$ cat src/rtl/wb_daq_sram_arbiter.sv
// Round-robin arbiter sharing one SRAM write port between DAQ channels.
// Each grant writes one word into the channel's private ring region and acknowledges it.
module wb_daq_sram_arbiter #(
  parameter int NUM_CHANNELS = 4,
  parameter int dw           = 32,
  parameter int aw           = 16,
  parameter int REGION_WORDS = 1024
) (
  input  logic                       wb_clk,
  input  logic                       wb_rst,
  input  logic                       master_enable,
  input  logic [NUM_CHANNELS-1:0]    channel_enable,
  input  logic                       pointer_clear,
  input  logic [NUM_CHANNELS-1:0]    start_sram,
  input  logic [NUM_CHANNELS*dw-1:0] channel_data,
  input  logic                       sram_ack,
  output logic [NUM_CHANNELS-1:0]    data_done,
  output logic [NUM_CHANNELS-1:0]    grant,
  output logic                       sram_we,
  output logic [aw-1:0]              sram_addr,
  output logic [dw-1:0]              sram_data,
  output logic [NUM_CHANNELS-1:0]    wrap_pulse
);

  localparam int CW = $clog2(NUM_CHANNELS);
  localparam int PW = $clog2(REGION_WORDS);

  typedef enum logic [1:0] {IDLE, WRITE, DONE} state_t;

  state_t                  state, state_next;
  logic [CW-1:0]           last, last_next, cur, cur_next;
  logic [PW-1:0]           ptr [NUM_CHANNELS];
  logic [dw-1:0]           ch_word [NUM_CHANNELS];
  logic [NUM_CHANNELS-1:0] eligible;
  logic [CW-1:0]           pick, idx;
  logic                    found, ptr_inc;

  logic [NUM_CHANNELS-1:0] grant_next, done_next, wrap_next;
  logic                    we_next;
  logic [aw-1:0]           addr_next;
  logic [dw-1:0]           data_next;

  for (genvar g = 0; g < NUM_CHANNELS; g++) begin : g_unpack
    assign ch_word[g] = channel_data[g*dw +: dw];
  end

  // Round-robin search starting just after the last granted channel.
  always_comb begin
    eligible = start_sram & channel_enable & {NUM_CHANNELS{master_enable}};
    pick     = '0;
    idx      = '0;
    found    = 1'b0;
    for (int k = 1; k <= NUM_CHANNELS; k++) begin
      idx = CW'((int'(last) + k) % NUM_CHANNELS);
      if (!found && eligible[idx]) begin
        found = 1'b1;
        pick  = idx;
      end
    end
  end

  // NOTE: sequential state uses <= so every register samples pre-edge values together.
  always_ff @(posedge wb_clk or posedge wb_rst) begin
    if (wb_rst) state <= IDLE;
    else        state <= state_next;
  end

  always_comb begin
    state_next = state;
    case (state)
      IDLE:    if (found)    state_next = WRITE;
      WRITE:   if (sram_ack) state_next = DONE;
      DONE:                  state_next = IDLE;
      default:               state_next = IDLE;
    endcase
  end

  // NOTE: every value is defaulted first, so no path through the case infers a latch.
  always_comb begin
    grant_next = grant;
    we_next    = sram_we;
    addr_next  = sram_addr;
    data_next  = sram_data;
    done_next  = '0;
    wrap_next  = '0;
    last_next  = last;
    cur_next   = cur;
    ptr_inc    = 1'b0;
    case (state)
      IDLE: if (found) begin
        grant_next = NUM_CHANNELS'(1) << pick;
        we_next    = 1'b1;
        addr_next  = aw'({pick, ptr[pick]});
        data_next  = ch_word[pick];
        last_next  = pick;
        cur_next   = pick;
      end
      WRITE: if (sram_ack) begin
        grant_next     = '0;
        we_next        = 1'b0;
        done_next[cur] = 1'b1;
        wrap_next[cur] = &ptr[cur];
        ptr_inc        = 1'b1;
      end
      default: ;
    endcase
  end

  // NOTE: the pointer array is a handful of flops, not a RAM, so it is reset with the rest.
  always_ff @(posedge wb_clk or posedge wb_rst) begin
    if (wb_rst) begin
      grant      <= '0;
      sram_we    <= 1'b0;
      sram_addr  <= '0;
      sram_data  <= '0;
      data_done  <= '0;
      wrap_pulse <= '0;
      last       <= CW'(NUM_CHANNELS - 1);
      cur        <= '0;
      for (int i = 0; i < NUM_CHANNELS; i++) ptr[i] <= '0;
    end else begin
      grant      <= grant_next;
      sram_we    <= we_next;
      sram_addr  <= addr_next;
      sram_data  <= data_next;
      data_done  <= done_next;
      wrap_pulse <= wrap_next;
      last       <= last_next;
      cur        <= cur_next;
      // Clear wins over the increment; the in-flight address is already registered.
      if (pointer_clear) begin
        for (int i = 0; i < NUM_CHANNELS; i++) ptr[i] <= '0;
      end else if (ptr_inc) begin
        ptr[cur] <= ptr[cur] + 1'b1;
      end
    end
  end

endmodule

$ cat config.mk
export PLATFORM = sky130hd
export DESIGN_NAME = wb_daq_sram_arbiter
export DESIGN_NICKNAME = d
export VERILOG_FILES = /design/src/rtl/wb_daq_sram_arbiter.sv
export SDC_FILE = /design/constraint.sdc
export NUM_CORES = 1
export LEC_CHECK = 0
export CORE_MARGIN = 2
export CORE_UTILIZATION = 46
export DETAILED_ROUTE_END_ITERATION = 6
export GPL_ROUTABILITY_DRIVEN = 1
export PLACE_DENSITY = 0.82
export SLEW_MARGIN = 30
export SYNTH_ARGS = -nofsm -noshare
export SYNTH_HDL_FRONTEND = slang
export SYNTH_SLANG_ARGS = --single-unit
$ cat constraint.sdc
create_clock -name wb_clk -period 4.2 [get_ports wb_clk]
set_input_delay 0.63 -clock wb_clk [delete_from_list [all_inputs] [get_ports wb_clk]]
set_output_delay 0.63 -clock wb_clk [all_outputs]
set_load 0.05 [all_outputs]
After elaboration in Yosys (flattened, before gate mapping). Index checks and enable logic that the tools add are counted.

Bitwise operators: 5. $add $sub $neg: 5. Magnitude comparators: 9. Equal/unequal tests: 3. Shift operators: 1. Reductions and logical operators: 15. Multiply operators: 0. Div/mod/pow operators: 0. Multiplexer cells: 47.

Operators with widths (count): $mux 40 (2); $bmux 32 s2 (1); $mux 32 (2); $mux 10 (5); $bmux 10 s2 (2); $bwmux 40 (1); $mux 4 (6); $demux 10 s2 (1); $lt 2x3->1 const B (5); $mux 1 (13); $and 4x4->4 (3); $mux 2 (6); $add 10x1->10 const B (1); $reduce_and 10->1 (1); $bmux 1 s2 (4); $pmux 4 s2 (1); $ge 3x3->1 const B (2); $not 2->3 (2); $logic_and 1x1->1 (5); $add 2x1->2 const B (2); $add 2x2->2 const B (2); $ne 2x2->1 const B (2); $pmux 2 s2 (1); $reduce_and 2->1 (2); 10 further kinds (13).

Word-level logic and storage cells: 98. ROM bits: 0. Register bits: 103. Memories: 0. Bits in latches: 0. RAM bits: 0. Output and inout bits: 61. Bits of input ports: 141.

Depth between registers and ports, before layout. Gate-level depths: netlist of run 1.

Depth after elaboration: 18. Mapped depth: 9.

Worst setup path after synthesis of run 1. No wires, ideal clock.

Path type: flip-flop to flip-flop. Start: register cur[0]. End: register ptr[38] in the netlist's numbering. Setup time: 146 ps. Arrival: 2230 ps. Clock period less this slack: 2375 ps. Path slack: 1825 ps. Stages on the path, launching flop included: 9. Cell sequence: dfrtp_1 buf_6 buf_12 mux4_2 ha_1 nand3_2 nor2_1 xnor2_1 a211oi_1.

Longest elaborated chain between the ends: 8. Elaborated cells between the ends (all ways): 13. Those cells by class: add/sub (1); order compare (2); mux (8); bitwise (1); reduce/logical (1).

Ends and longest elaborated chain: from (decl) (line 31) `logic [CW-1:0] last, last_next, cur, cur_next;`; from (signal assigned) (line 129) `cur <= cur_next;`; $not 2->3 (implied by the code) (*) (line 134) `ptr[cur] <= ptr[cur] + 1'b1;`; $bmux 10 s2 (tied with other cells) (line 134); $mux 10 (implied by the code) / $logic_and 1x1->1 (equally long branches) (line 134); $mux 10 (implied by the code) (line 134); $add 10x1->10 / $demux 10 s2 (equally long branches) (line 134); $bwmux 40 (*) (line 134); $mux 40 (*) (line 133) `end else if (ptr_inc) begin`; $mux 40 (*) (line 131) `if (pointer_clear) begin`; to (signal, indexed assignment) (line 134); to (decl) (line 32) `logic [PW-1:0] ptr [NUM_CHANNELS];`.

Every way passes the cells marked *; elsewhere a longest branch is shown, timed or not. The select of a mux whose other input is x is not followed. A chain may end at the register's enable or synchronous reset.

==> Flow_metrics.wiki, run 1 <==
{| class="wikitable"
! Metric !! Value
|-
| Pin count of the biggest net entering global routing || 64
|-
| Global-route congestion overflow total || 0
|-
| Crit path buf inv count || 1
|-
| Proportion of synthesized chip area in sequential cells || 0.442
|-
| Synthesized-area fraction occupied by and/or/nand/nor cells || 0.108
|-
| Via count of the first global-routing pass || 5005
|-
| Clk pin slew, worst setup/hold paths || 0.07 ns
|-
| Number of fillers in the final layout || 955
|-
| Worst flop-to-flop path startpoint || cur[0]$_DFFE_PP0P_
|-
| Endpoint, Worst Hold || state[0]$_DFFE_PP0P_
|-
| H-tree level count || 3
|-
| Via-to-Cell Ratio || 5.67
|-
| Post-Route WL || 17500 um
|-
| Setup violators final || 0
|-
| Effective utilization at floorplan || 0.474
|-
| Placement-stage worst setup slack || 1.11 ns
|-
| Total negative slack || 0 ns
|-
| Hold Crit Class || reg -> reg
|-
| Port Buffers || 197
|-
| Final routed DRC violation total || 0
|-
| Cell depth of the worst min-delay path || 1
|-
| Synthesized-area fraction occupied by ao, oa, aoi and oai cells || 0.177
|-
| Cell types with the highest counts after synthesis || 99 x dfrtp_1, 90 x nor2_1, 87 x mux2i_1
|-
| Number of enable flip-flop cells after synthesis || 0
|-
| Data arrival time of the critical path || 2.23 ns
|-
| Count of hold-fix buffers inserted at cts || 0
|-
| Post-CTS setup buffers || 0
|-
| Cell count of the worst reg-to-reg path || 6
|-
| Die area || 13300 um^2
|-
| Synth warnings || 0
|-
| Required time at the endpoint of the critical path || 3.57 ns
|-
| Critical path's largest stage delay || 0.97 ns
|-
| Cts bufs inserted || 9
|-
| Antenna violations before repair || 1
|-
| Number of flip-flops and latches in the synthesized netlist || 101
|-
| Drt pass-1 iters || 4
|-
| Critical R2R Capture || ptr[38]$_DFFE_PP0P_
|-
| Sum of net half-perimeters after detailed placement || 12500 um
|-
| DR vias || 4766
|-
| Fraction of synthesis flops using an asynchronous set or reset pin || 1.00
|-
| Global placement routability congestion || 0.837
|-
| Fraction of the cycle the final worst path needs || 0.681
|-
| Top-level I/O count || 202
|-
| Post-synth top area cell || dfrtp_1
|-
| Critical path launch point type || flop
|-
| Number of instances resized during post-cts repair || 0
|-
| Time the worst path needs with I/O delays and setup || 2.86 ns
|-
| Top FF cell, synth || dfrtp_1
|-
| Xor/xnor cell area share of the yosys netlist || 0.0195
|-
| Pwr per Cell Area || 527 nW/um^2
|-
| Max IR drop VDD || 0.307 mV
|-
| Internal reg-to-reg setup slack || 1.53 ns
|-
| Post-route cell area || 8060 um^2
|-
| Post-placement cell area || 7730 um^2
|-
| Die H || 115 um
|-
| First-pass GRT wire length || 27200 um
|-
| Combined area of all synthesized cells || 5720 um^2
|-
| Synthesized instance count || 490
|-
| Per-instance average area after synthesis || 11.7 um^2
|-
| Critical path fanouts, max || 17
|-
| Pins over their slew limit || 0
|-
| Leakage || 3.44 nW
|-
| Final worst hold slack || 0.481 ns
|-
| Worst Min Path Start || state[1]$_DFFE_PP0P_
|-
| Average wire per cell in the routed design || 20.8 um
|-
| Layout Nets || 808
|-
| Number of hold violations in the final report || 0
|-
| Fraction of synthesized area in multiplexers || 0.194
|-
| Unrepaired setup endpoints after global routing || no
|-
| Top Family by Delay on Critical Path || buffers and inverters
|-
| Count of different cell masters after synthesis || 53
|-
| Maximum clock path buffer count || 2
|-
| Number of sinks driven by the clock tree || 101
|-
| Synthesis-to-layout area growth || 40.9%
|-
| Setup crit end kind || output port
|-
| Total track usage || 0.265
|-
| Library cell with the highest instance count after synthesis || dfrtp_1
|-
| Slew Limit Headroom || 0.388
|-
| Run status || finished, final reports clean
|-
| Main combinational cell family by area after synthesis || multiplexers
|-
| Biggest area contributors in the synthesized netlist || dfrtp_1 43%, mux2i_1 15%, a221oi_2 9.2%, nor2_1 5.9%, a211oi_1 4.1%
|-
| Worst-skew pair later-pin latency || 0.34 ns
|-
| Critical-path cell with the highest stage delay || clkdlybuf4s50_1
|-
| Width of the die || 115 um
|-
| Achievable frequency || 350 MHz
|-
| CTS tree || built
|-
| Slew @ Worst Pin || 0.917 ns
|-
| Share of layout cells above drive strength 1 || 0.143
|-
| Core Footprint || 12100 um^2
|-
| Worst-path cell chain || clkdlybuf4s50_1
|-
| Violation count after the first detailed-route iteration || 251
|-
| Path type of the worst setup path || reg -> out
|-
| Setup slack of the critical path after layout || 1.34 ns
|-
| Number of max-capacitance violations reported || 0
|-
| Number of nets still failing antenna checks after routing || 0
|-
| Worst setup skew after layout || 0.00989 ns
|-
| Root Buffer Master || clkbuf_16
|-
| Adder and majority cell fraction of the synthesized area || 0.00219
|-
| Portion of synthesized cell area occupied by the leading cell type || 0.433
|-
| Cell Rows || 40
|}
## routing by layer
layer | GRT usage | up-vias | wire, um
li1 | - | 2165 | -
met1 | 0.328 | 2379 | 6900
met2 | 0.448 | 188 | 8670
met3 | 0.0669 | 34 | 1320
met4 | 0.104 | 0 | 612
met5 | 0 | - | 0
## placed cells by master (no fill, tap or decap), types with 2 or more instances in the layout
master and count:
a211oi_2 6, conb_1 4, a221oi_2 35, a211oi_1 31, nand3b_1 2, mux4_2 10
and2_1 3, nand2_1 15, nor3_2 2, a32o_1 2, buf_12 2, xor2_2 2
clkbuf_16 9, bufinv_16 2, a221oi_1 6, o21ai_1 2, a22o_1 2, nor2b_1 2
nand3_1 6, nor2_1 90, or3_1 2, mux2i_1 87, a21oi_1 2, o21ai_0 2
xnor2_1 2, dfrtp_1 99, clkdlybuf4s50_1 197, buf_4 10, inv_1 3, and3_1 3
dfstp_2 2, xor2_1 2
## power breakdown
group | internal (mW) | switching (mW)
Sequential | 1.19 | 0.183
Combinational | 0.765 | 1.20
Clock | 0.540 | 0.368
Total | 2.49 | 1.75
## per-stage QoR
step | util | std cells | power [mW]
floorplan | - | 493 | 2.69
global placement | 0.641 | 823 | 3.31
detailed placement | 0.641 | 823 | 3.36
CTS | 0.668 | 839 | 4.27
global route | 0.668 | 840 | 4.42
finish | 0.668 | 840 | 4.25
## layout make-up
cell class	count	area (um^2)	area share
clock buffer	11	243	0.0301
multi-input combinational	341	2890	0.358
clock inverter	5	81.3	0.0101
sequential	101	2530	0.314
inverter	4	17.5	0.00217
timing repair buffer	209	2090	0.259
antenna	1	2.50	0.000311
tap	168	210	0.0261
## worst max-delay path by stage
stage / from / endpoint / slack (ns) / cells after the start
floorplan: wb_rst / cur[0]$_DFFE_PP0P_ / 0.93 / 1
CTS: cur[0]$_DFFE_PP0P_ / sram_addr[10] / 1.28 / 1
detailed placement: start_sram[1] / sram_data[31]$_DFFE_PP0P_ / 1.11 / 8
global route: cur[0]$_DFFE_PP0P_ / sram_addr[10] / 1.21 / 1
global placement: start_sram[0] / sram_data[4]$_DFFE_PP0P_ / 1.24 / 7
finish: cur[0]$_DFFE_PP0P_ / sram_addr[10] / 1.34 / 1
## cells by family after synthesis
kind of cell | Yosys count
other | 1
buffers and inverters | 51
xor gates and xnor gates | 8
muxes | 98
adders and majority gates | 1
DFF | 101
AOI/OAI and AO/OA | 94
and+or+nand+nor | 136
## registers in the layout, summed over array words and instances (netlist names)
register    count
cur             2
data_done       4
grant           4
last            2
ptr            40
sram_addr      10
sram_data      32
sram_we         1
state           2
wrap_pulse      4
Power figures use the tool's default switching activity.
==> run 2: changes to the inputs <==
--- a/config.mk
+++ b/config.mk
@@ -6,10 +6,10 @@
 export NUM_CORES = 1
 export LEC_CHECK = 0
 export CORE_MARGIN = 2
-export CORE_UTILIZATION = 46
+export CORE_UTILIZATION = 41
 export DETAILED_ROUTE_END_ITERATION = 6
 export GPL_ROUTABILITY_DRIVEN = 1
-export PLACE_DENSITY = 0.82
+export PLACE_DENSITY = 0.77
 export SLEW_MARGIN = 30
 export SYNTH_ARGS = -nofsm -noshare
 export SYNTH_HDL_FRONTEND = slang
==> constraint.sdc (replaced) <==
create_clock -name wb_clk -period 2.4 [get_ports wb_clk]
set_input_delay 0.36 -clock wb_clk [delete_from_list [all_inputs] [get_ports wb_clk]]
set_output_delay 0.36 -clock wb_clk [all_outputs]
set_load 0.05 [all_outputs]
==> Flow_metrics.wiki, run 2 (synthesis gave the netlist of run 1 again) <==
{| class="wikitable"
! Metric !! Value
|-
| Run status || finished, final reports clean
|-
| Fraction of the cycle the final worst path needs || 0.910
|-
| Number of fillers in the final layout || 1150 (+20%)
|-
| Data arrival time of the critical path || 2.40 ns (+0.17 ns)
|-
| Hold Crit Class || in -> async
|-
| Synthesis-to-layout area growth || 45.6%
|-
| Total negative slack || 0 ns (unchanged)
|-
| Pin count of the biggest net entering global routing || 102 (+59%)
|-
| Worst setup skew after layout || 0.0100 ns (+0.000130 ns)
|-
| Post-route cell area || 8330 um^2 (+3.3%)
|-
| Post-CTS setup buffers || 0 (unchanged)
|-
| Die H || 122 um (+5.7%)
|-
| Setup violators final || 0 (unchanged)
|-
| Violation count after the first detailed-route iteration || 274 (+9.2%)
|-
| Maximum clock path buffer count || 2 (unchanged)
|-
| Antenna violations before repair || 0 (-1)
|-
| Path type of the worst setup path || reg -> reg
|-
| Most frequent cells in the layout || 195 x clkdlybuf4s50_1, 99 x dfrtp_1, 90 x nor2_1, 87 x mux2i_1, 35 x a221oi_2
|-
| Multi-input gate area in the final layout || 2890 um^2 (unchanged)
|-
| Number of max-capacitance violations reported || 0 (unchanged)
|-
| Max reg flops || 40 (unchanged)
|-
| Average wire per cell in the routed design || 19.2 um (-7.9%)
|-
| Cells after DPL || 854 (+3.8%)
|-
| Regs by FF count || ptr: 40 flops, sram_data: 32 flops, sram_addr: 10 flops
|-
| Root Buffer Master || clkbuf_16
|-
| Port Buffers || 197 (unchanged)
|-
| DR vias || 4708 (-1.2%)
|-
| Number of instances resized during post-cts repair || 0 (unchanged)
|-
| Pwr per Cell Area || 901 nW/um^2 (+71%)
|-
| Cts bufs inserted || 9 (unchanged)
|-
| Setup crit end kind || flop
|-
| Clk pin slew, worst setup/hold paths || 0.07 ns (about the same)
|-
| CTS tree || built
|-
| Unrepaired setup endpoints after global routing || no
|-
| Top-level I/O count || 202 (unchanged)
|-
| Critical path launch point type || flop
|-
| Most flop-heavy register || ptr
|-
| Final core utilization || 0.604 (-0.0637)
|-
| Time the worst path needs with I/O delays and setup || 2.19 ns
|-
| Width of the die || 122 um (+5.7%)
|-
| Pins over their slew limit || 0 (unchanged)
|-
| Global placement routability congestion || 0.798 (-4.6%)
|-
| Number of sinks driven by the clock tree || 101 (unchanged)
|-
| Worst-skew pair later-pin latency || 0.36 ns (+0.02 ns)
|-
| H-tree level count || 3 (unchanged)
|-
| Final non-filler cell total || 870 (+3.6%)
|-
| Drt pass-1 iters || 4 (unchanged)
|-
| Post-Route WL || 16700 um (-4.6%)
|-
| Slew Limit Headroom || 0.616 (+0.228)
|-
| Effective utilization at floorplan || 0.415 (-0.0589)
|-
| Layout Nets || 827 (+2.4%)
|-
| Leakage || 3.57 nW (+3.6%)
|-
| Via-to-Cell Ratio || 5.41 (-4.6%)
|-
| Number of nets still failing antenna checks after routing || 0 (unchanged)
|-
| Number of hold violations in the final report || 0 (unchanged)
|-
| Total track usage || 0.230 (-0.0356)
|-
| Cell Rows || 43 (+7.5%)
|-
| Area used by sequential logic in the layout || 2530 um^2 (unchanged)
|-
| First-pass GRT wire length || 26200 um (-3.5%)
|-
| Sum of net half-perimeters after detailed placement || 12100 um (-2.5%)
|-
| Critical path fanouts, max || 5 (-12)
|-
| Global-route congestion overflow total || 0 (unchanged)
|-
| Via count of the first global-routing pass || 4950 (-1.1%)
|-
| Post-placement cell area || 8010 um^2 (+3.6%)
|-
| Achievable frequency || 458 MHz
|-
| Core Footprint || 13800 um^2 (+14%)
|-
| Slew @ Worst Pin || 0.574 ns (-0.344 ns)
|-
| Final routed DRC violation total || 0 (unchanged)
|-
| Count of hold-fix buffers inserted at cts || 0 (unchanged)
|-
| Share of layout cells above drive strength 1 || 0.171 (+0.0279)
|-
| Required time at the endpoint of the critical path || 2.62 ns (-0.95 ns)
|-
| Most common cell after layout, fill and taps aside || clkdlybuf4s50_1
|-
| Die area || 14900 um^2 (+12%)
|-
| Max IR drop VDD || 0.603 mV (+96%)
|-
| Number of antenna repair diodes || 0 (-1)
|}
==> run 2: final cells by class <==
class,instances,share of cell area
clock buffer,10,0.0287
clock inverter,6,0.00902
inverter,4,0.00225
multi-input combinational,341,0.347
sequential,101,0.304
tap,180,0.0271
timing repair buffer,228,0.282
==> run 2: worst paths after layout <==
kind	startpoint	end	slack, ns	cells after the start
worst max register to register	cur[0]$_DFFE_PP0P_	ptr[28]$_DFFE_PP0P_	0.21	6
worst max-delay path	cur[0]$_DFFE_PP0P_	ptr[28]$_DFFE_PP0P_	0.21	6
min in group wb_clk	sram_we$_DFFE_PP0P_	sram_we$_DFFE_PP0P_	0.48	2
worst min register to register	sram_we$_DFFE_PP0P_	sram_we$_DFFE_PP0P_	0.48	2
max in group asynchronous	wb_rst	sram_data[20]$_DFFE_PP0P_	1.48	3
worst min-delay path	wb_rst	cur[1]$_DFFE_PP0P_	0.48	3
==> run 2: power by group <==
group	internal [mW]	switching (mW)	total (mW)
Sequential	2.08	0.268	2.35
Clock	0.854	0.682	1.54
Combinational	1.45	2.17	3.62
==> run 2: stage by stage <==
stage	total power [mW]	hold slack, ns	setup WS, ns
after floorplan	4.71	0.430	0.0247
after global placement	5.95	0.462	0.0503
after detailed placement	6.02	0.468	-0.0446
final	7.50	0.481	0.215
after global routing	7.84	0.514	0.0660
after CTS	7.59	0.485	0.209
==> run 2: per-layer routing <==
layer / track usage / wire length [um] / vias up
li1: - / - / 2202
met1: 0.268 / 6500 / 2317
met2: 0.408 / 8590 / 164
met3: 0.0684 / 1310 / 25
met4: 0.0682 / 314 / 0
met5: 0 / 0 / -
==> run 2: worst max-delay path, cell delays in order, from the launching register on <==
cell      delay (ns)
dfrtp_1         0.55
mux4_2          0.61
ha_1            0.26
nand3_2         0.12
nor2_1          0.07
xnor2_1         0.31
a211oi_1        0.13
